===== src/rtl/alu_rr_arbiter_if.sv =====
// Bundle between the requester blocks / ALU and the round-robin arbiter.
// The lock bus exists only when ARB_LOCK_EN is defined.
interface alu_arb_if;
  logic [3:0] req;
`ifdef ARB_LOCK_EN
  logic [3:0] lock;
`endif
  logic       alu_done;
  logic [1:0] sel;
  logic [3:0] gnt;
  logic       alu_start;
  logic       busy;
  logic       timeout_err;

`ifdef ARB_LOCK_EN
  modport master (output req, output lock, output alu_done,
                  input sel, input gnt, input alu_start, input busy, input timeout_err);
  modport slave  (input req, input lock, input alu_done,
                  output sel, output gnt, output alu_start, output busy, output timeout_err);
`else
  modport master (output req, output alu_done,
                  input sel, input gnt, input alu_start, input busy, input timeout_err);
  modport slave  (input req, input alu_done,
                  output sel, output gnt, output alu_start, output busy, output timeout_err);
`endif
endinterface


===== src/rtl/alu_rr_arbiter.sv =====
// Round-robin arbiter sharing one ALU between 4 requesters.
// IDLE picks a winner starting at ptr, START pulses alu_start, WAIT holds
// the grant until alu_done or a timeout (TIMEOUT=0 disables the timeout).
// Optional feature macro: ARB_LOCK_EN (a locked winner is re-granted on
// alu_done without advancing ptr).
module alu_rr_arbiter #(
  parameter int TIMEOUT = 15,
  parameter int TO_W    = 4
) (
  input logic      clk,
  input logic      rst_n,
  alu_arb_if.slave bus
);

  localparam logic [1:0] ST_IDLE  = 2'd0;
  localparam logic [1:0] ST_START = 2'd1;
  localparam logic [1:0] ST_WAIT  = 2'd2;

  localparam bit            TO_EN   = (TIMEOUT != 0);
  localparam logic [TO_W-1:0] TO_LAST = TO_W'((TIMEOUT == 0) ? 0 : TIMEOUT - 1);

  logic [1:0]      state_r, state_s, state_n_s;
  logic [1:0]      ptr_r, ptr_s;
  logic [1:0]      sel_r, sel_n_s;
  logic [TO_W-1:0] cnt_r, cnt_s;
  logic [3:0]      gnt_r;
  logic            alu_start_r;
  logic            busy_r;
  logic            timeout_err_r;
  logic            terr_s;
  logic            arb_s;
  logic            to_hit_s;
  logic            relock_s;
  logic [2:0]      win_s;

  // First set request bit scanning from p upward (mod 4); {valid, index}.
  function automatic logic [2:0] pick_winner(input logic [3:0] r, input logic [1:0] p);
    logic [2:0] res;
    logic [1:0] idx;
    res = 3'b000;
    for (int i = 3; i >= 0; i--) begin
      idx = p + 2'(i);
      if (r[idx]) begin
        res = {1'b1, idx};
      end else begin
        res = res;
      end
    end
    return res;
  endfunction

  // 2-to-4 decode of the select.
  function automatic logic [3:0] decode_sel(input logic [1:0] s);
    return 4'b0001 << s;
  endfunction

  assign to_hit_s = TO_EN && (cnt_r == TO_LAST);

`ifdef ARB_LOCK_EN
  assign relock_s = bus.lock[sel_r] & bus.req[sel_r];
`else
  assign relock_s = 1'b0;
`endif

  // Next-state, pointer, counter and arbitration decision.
  always_comb begin
    state_s = state_r;
    ptr_s   = ptr_r;
    cnt_s   = cnt_r;
    terr_s  = 1'b0;
    arb_s   = 1'b0;
    case (state_r)
      ST_IDLE: begin
        arb_s = 1'b1;
      end
      ST_START: begin
        state_s = ST_WAIT;
        cnt_s   = {TO_W{1'b0}};
      end
      ST_WAIT: begin
        cnt_s = cnt_r + TO_W'(1);
        if (bus.alu_done) begin
          // alu_done wins over a coincident timeout: no error pulse
          cnt_s = {TO_W{1'b0}};
          if (relock_s) begin
            state_s = ST_START;
          end else begin
            ptr_s = sel_r + 2'd1;
            arb_s = 1'b1;
          end
        end else if (to_hit_s) begin
          cnt_s  = {TO_W{1'b0}};
          terr_s = 1'b1;
          ptr_s  = sel_r + 2'd1;
          arb_s  = 1'b1;
        end else begin
          state_s = ST_WAIT;
        end
      end
      default: begin
        state_s = ST_IDLE;
      end
    endcase
    // Arbitration uses the freshly advanced pointer so release and re-grant
    // happen in the same cycle.
    win_s     = pick_winner(bus.req, ptr_s);
    state_n_s = arb_s ? (win_s[2] ? ST_START : ST_IDLE) : state_s;
    sel_n_s   = (arb_s && win_s[2]) ? win_s[1:0] : sel_r;
  end

  // State and registered outputs; async reset abandons any in-flight op.
  always_ff @(posedge clk or negedge rst_n) begin
    if (!rst_n) begin
      state_r       <= ST_IDLE;
      ptr_r         <= 2'd0;
      sel_r         <= 2'd0;
      cnt_r         <= {TO_W{1'b0}};
      gnt_r         <= 4'b0000;
      alu_start_r   <= 1'b0;
      busy_r        <= 1'b0;
      timeout_err_r <= 1'b0;
    end else begin
      state_r       <= state_n_s;
      ptr_r         <= ptr_s;
      sel_r         <= sel_n_s;
      cnt_r         <= cnt_s;
      gnt_r         <= (state_n_s != ST_IDLE) ? decode_sel(sel_n_s) : 4'b0000;
      alu_start_r   <= (state_n_s == ST_START);
      busy_r        <= (state_n_s != ST_IDLE);
      timeout_err_r <= terr_s;
    end
  end

  assign bus.sel         = sel_r;
  assign bus.gnt         = gnt_r;
  assign bus.alu_start   = alu_start_r;
  assign bus.busy        = busy_r;
  assign bus.timeout_err = timeout_err_r;

endmodule


===== src/flat_wrapper.sv =====
// flat-port wrapper written by rule: the top's interface ports become plain ports
module alu_rr_arbiter_flat 
#(
  parameter int TIMEOUT = 15,
  parameter int TO_W    = 4
)
  (clk, rst_n, bus_req, bus_alu_done, bus_sel, bus_gnt, bus_alu_start, bus_busy, bus_timeout_err);
  alu_arb_if bus_i ();
  input logic clk;
  input logic rst_n;
  input wire logic [$bits(bus_i.req)-1:0] bus_req;
  input wire logic [$bits(bus_i.alu_done)-1:0] bus_alu_done;
  output wire logic [$bits(bus_i.sel)-1:0] bus_sel;
  output wire logic [$bits(bus_i.gnt)-1:0] bus_gnt;
  output wire logic [$bits(bus_i.alu_start)-1:0] bus_alu_start;
  output wire logic [$bits(bus_i.busy)-1:0] bus_busy;
  output wire logic [$bits(bus_i.timeout_err)-1:0] bus_timeout_err;
  assign bus_i.req = bus_req;
  assign bus_i.alu_done = bus_alu_done;
  assign bus_sel = bus_i.sel;
  assign bus_gnt = bus_i.gnt;
  assign bus_alu_start = bus_i.alu_start;
  assign bus_busy = bus_i.busy;
  assign bus_timeout_err = bus_i.timeout_err;
  alu_rr_arbiter #(.TIMEOUT(TIMEOUT), .TO_W(TO_W)) u_core (.clk(clk), .rst_n(rst_n), .bus(bus_i));
endmodule

===== config.mk =====
export PLATFORM = sky130hd
export DESIGN_NAME = alu_rr_arbiter_flat
export DESIGN_NICKNAME = d
export VERILOG_FILES = /design/src/rtl/alu_rr_arbiter_if.sv /design/src/rtl/alu_rr_arbiter.sv /design/src/flat_wrapper.sv
export SDC_FILE = /design/constraint.sdc
export NUM_CORES = 1
export LEC_CHECK = 0
export BUFFER_PORTS_ARGS = -buffer_cell sky130_fd_sc_hd__buf_2
export CAP_MARGIN = 20
export CORE_MARGIN = 2
export CORE_UTILIZATION = 54
export DETAILED_ROUTE_END_ITERATION = 6
export PLACE_DENSITY = 0.74
export SYNTH_ARGS = -nofsm -noshare
export SYNTH_HDL_FRONTEND = slang
export SYNTH_SLANG_ARGS = --single-unit

===== constraint.sdc =====
create_clock -name clk -period 2.5 [get_ports clk]
set_input_delay 0.375 -clock clk [delete_from_list [all_inputs] [get_ports clk]]
set_output_delay 0.375 -clock clk [all_outputs]
set_load 0.05 [all_outputs]

==> results.yml <==
placement:
  port_buffers: 15
  dp.final_hpwl_um: 1510
  dp_cells: 136
  routabilityCongestion: 0.884
detailed_routing:
  wl_um: 2000
  drc: 0
  wl_met3_um: 72
  highest_layer: "met4"
  post_drt_wl_per_cell_um: 14.2
  ant_nets: 0
  via_per_inst: 5.51
  drt_iter0_drc: 7
  met1_length_um: 887
  vias: 777
  wl_met2_um: 1010
  first_pass_iters: 4
logic_synthesis:
  async_flop_share_pct: 100
  synth_edf_count: 0
  avgSynthCellArea_sq_um: 10.0
  synth_largest_area_cell: "dfrtp_1"
  syn-instance-count: 97
  synth_ff_type: "dfrtp_1"
  netlist_top_cells_area: "dfrtp_1 (44%), ha_1 (5.2%), inv_1 (4.3%)"
  yosys_register_bits: 17
  synth_warnings: 0
  syn_area_sq_um: 970
  synthDistinctLibCells: 36
  synth-seq-area-share_pct: 43.9
  synthesis.nets: 108
  synth_top_area_share_pct: 43.9
status:
  status: "finished, final reports clean"
timing:
  rsz0062_at_grt: "false"
  report.final.slew_viol_count: 0
  worst_pin_slew_ns: 0.432
  slew_headroom_pct: 71.2
  final.min_clock_period_ns: 2.17
  hold_violations: 0
  fmax_ghz: 0.462
  finalSetupViolations: 0
  fin_crit_sh_pct: 86.6
  clock_skew_ns: 0.00135
  finalSetupTns_ns: 0
finish:
  diodes: 0
  layout_common_cells: "dfrtp_1 (17), buf_2 (15), inv_1 (11)"
  syn2layout_area_growth_pct: 14.1
  final_common_cell: "dfrtp_1"
  final_nets: 128
  drive_gt1_share_pct: 25.9
  layoutNonFillerInstCount: 141
global_routing:
  grt_pass1_wl_um: 3390
  grt_max_degree: 18
  grt-ovfl-total: 0
  grt_pass1_vias: 762
  grtUsageTotal_pct: 22.8
  antenna_found_initial: 0
job:
  cap_violations: 0
min_path:
  hold_path.class: "primary input to register"
pwr:
  power_w: 0.00135
  leakage_nw: 0.514
  powerDensity_nw_per_um2: 1220
  irDropWorstVdd_uv: 727
critical_path:
  crit_family: "compound AO/OA/AOI/OAI gates"
  crit_buf_inv: 1
  crit_path_top_delay_cell: "dfrtp_1"
  end_kind: "register"
  worstPathArrival_ns: 2.38
  path_cells: "inv_1 -> ha_1 -> a31o_2 -> a21oi_1 -> o32ai_2 -> o2111ai_1 -> a31oi_4 -> nor3b_2"
  critPathRequiredTime_ns: 2.72
  slowest_delay_ns: 0.40
  critical_path_class: "register to register"
  cp-start-kind: "register"
  critPathMaxFanout: 5
die:
  dieArea_sq_um: 2150
  die_x_um: 46.4
  ios: 16
  fp.coreArea_sq_um: 1710
  die_h_um: 46.4
  start_util_pct: 56.8
  rows: 15
cts:
  cts_tree: "yes"
  postCtsSetupRepairBufs: 0
  cts_buffers: 3
  h-tree-depth: 1
  clk_pin_slew_worst_paths_ns: 0.10
  clk_latency_ns: 0.29
  cts.sinks: 17
  root_buffer: "clkbuf_4"
  cts.path.max_buffers: 2
==> state kept, by name, indices dropped and copies added (netlist names) <==
register	flops
u_core.bus.busy	1
u_core.state_r	2
u_core.bus.timeout_err	1
u_core.bus.sel	2
u_core.ptr_r	2
u_core.cnt_r	4
u_core.bus.gnt	4
u_core.bus.alu_start	1
==> power breakdown <==
group          switching (W)  leakage, nW  internal, W
registers          0.0000764        0.219     0.000368
clock network      0.0000850       0.0177    0.0000595
logic               0.000512        0.277     0.000251
==> layout make-up <==
class	instances	area, sq um
repair buffers	16	85.1
clock inverters	1	5.00
fillers	139	602
flip-flops and latches	17	425
clock buffers	3	22.5
well taps	25	31.3
multi-input cells	68	495
inverters	11	41.3
==> cells in the mapped netlist, drive strengths merged (2+ instances only) <==
cell	instances
o21ai	5
nand3	3
a31oi	3
nor2b	2
a21oi	5
nand2	6
o2111ai	2
o32ai	2
nor2	10
a2bb2oi	2
nor3b	2
ha	4
nand2b	5
mux2i	2
dfrtp	17
nor3	3
inv	11
==> layer usage <==
layer	track usage (%)	up-vias
met3	4.31	4
met1	29.1	367
met4	10.3	0
met2	37.2	20
met5	0	-
li1	-	386
==> per-stage QoR <==
stage	instance area (sq um)	setup slack [ns]	hold slack [ns]	utilization, %
2_1_floorplan	970	0.580	0.0794	-
3_3_place_gp	1070	0.482	0.305	62.6
3_5_place_dp	1070	0.429	0.304	62.6
4_1_cts	1110	0.344	0.411	64.8
5_1_grt	1110	0.192	0.427	64.8
6_report	1110	0.335	0.411	64.8
==> repair_timing <==
action	in CTS	in global routing
hold buffers	1	0
hold endpoints to repair	17	0
gates resized for setup	0	0
==> worst register-to-register path, stage by stage (launching register included) <==
cell       delay [ns]
dfrtp_1          0.40
inv_1            0.12
ha_1             0.24
a31o_2           0.21
a21oi_1          0.13
o32ai_2          0.31
o2111ai_1        0.22
a31oi_4          0.27
nor3b_2          0.20
==> logic make-up after synthesis <==
logic type               after synthesis  synth area share, %
adder cells (fa/ha/maj)                4                 5.16
flip-flops                            17                 43.9
buffers and inverters                 12                 5.03
AND/OR/NAND/NOR                       34                 18.7
XOR/XNOR                               1                0.903
AO/OA/AOI/OAI                         26                 23.1
multiplexers                           3                 3.23
==> worst paths after layout <==
| check | cells after the start | from | slack, ns | end |
|---|---|---|---|---|
| max | 8 | u_core.cnt_r[0] | 0.33 | u_core.bus.gnt[1] |
| min | 3 | bus_alu_done | 0.41 | u_core.bus.timeout_err |
| max reg2reg | 8 | u_core.cnt_r[0] | 0.33 | u_core.bus.gnt[1] |
| min reg2reg | 1 | u_core.cnt_r[2] | 0.60 | u_core.cnt_r[2] |
| max in group asynchronous | 2 | rst_n | 1.73 | u_core.bus.sel[0] |
| min in group asynchronous | 2 | rst_n | 0.51 | u_core.cnt_r[0] |
Note: power is estimated with default switching activity, not from simulation.
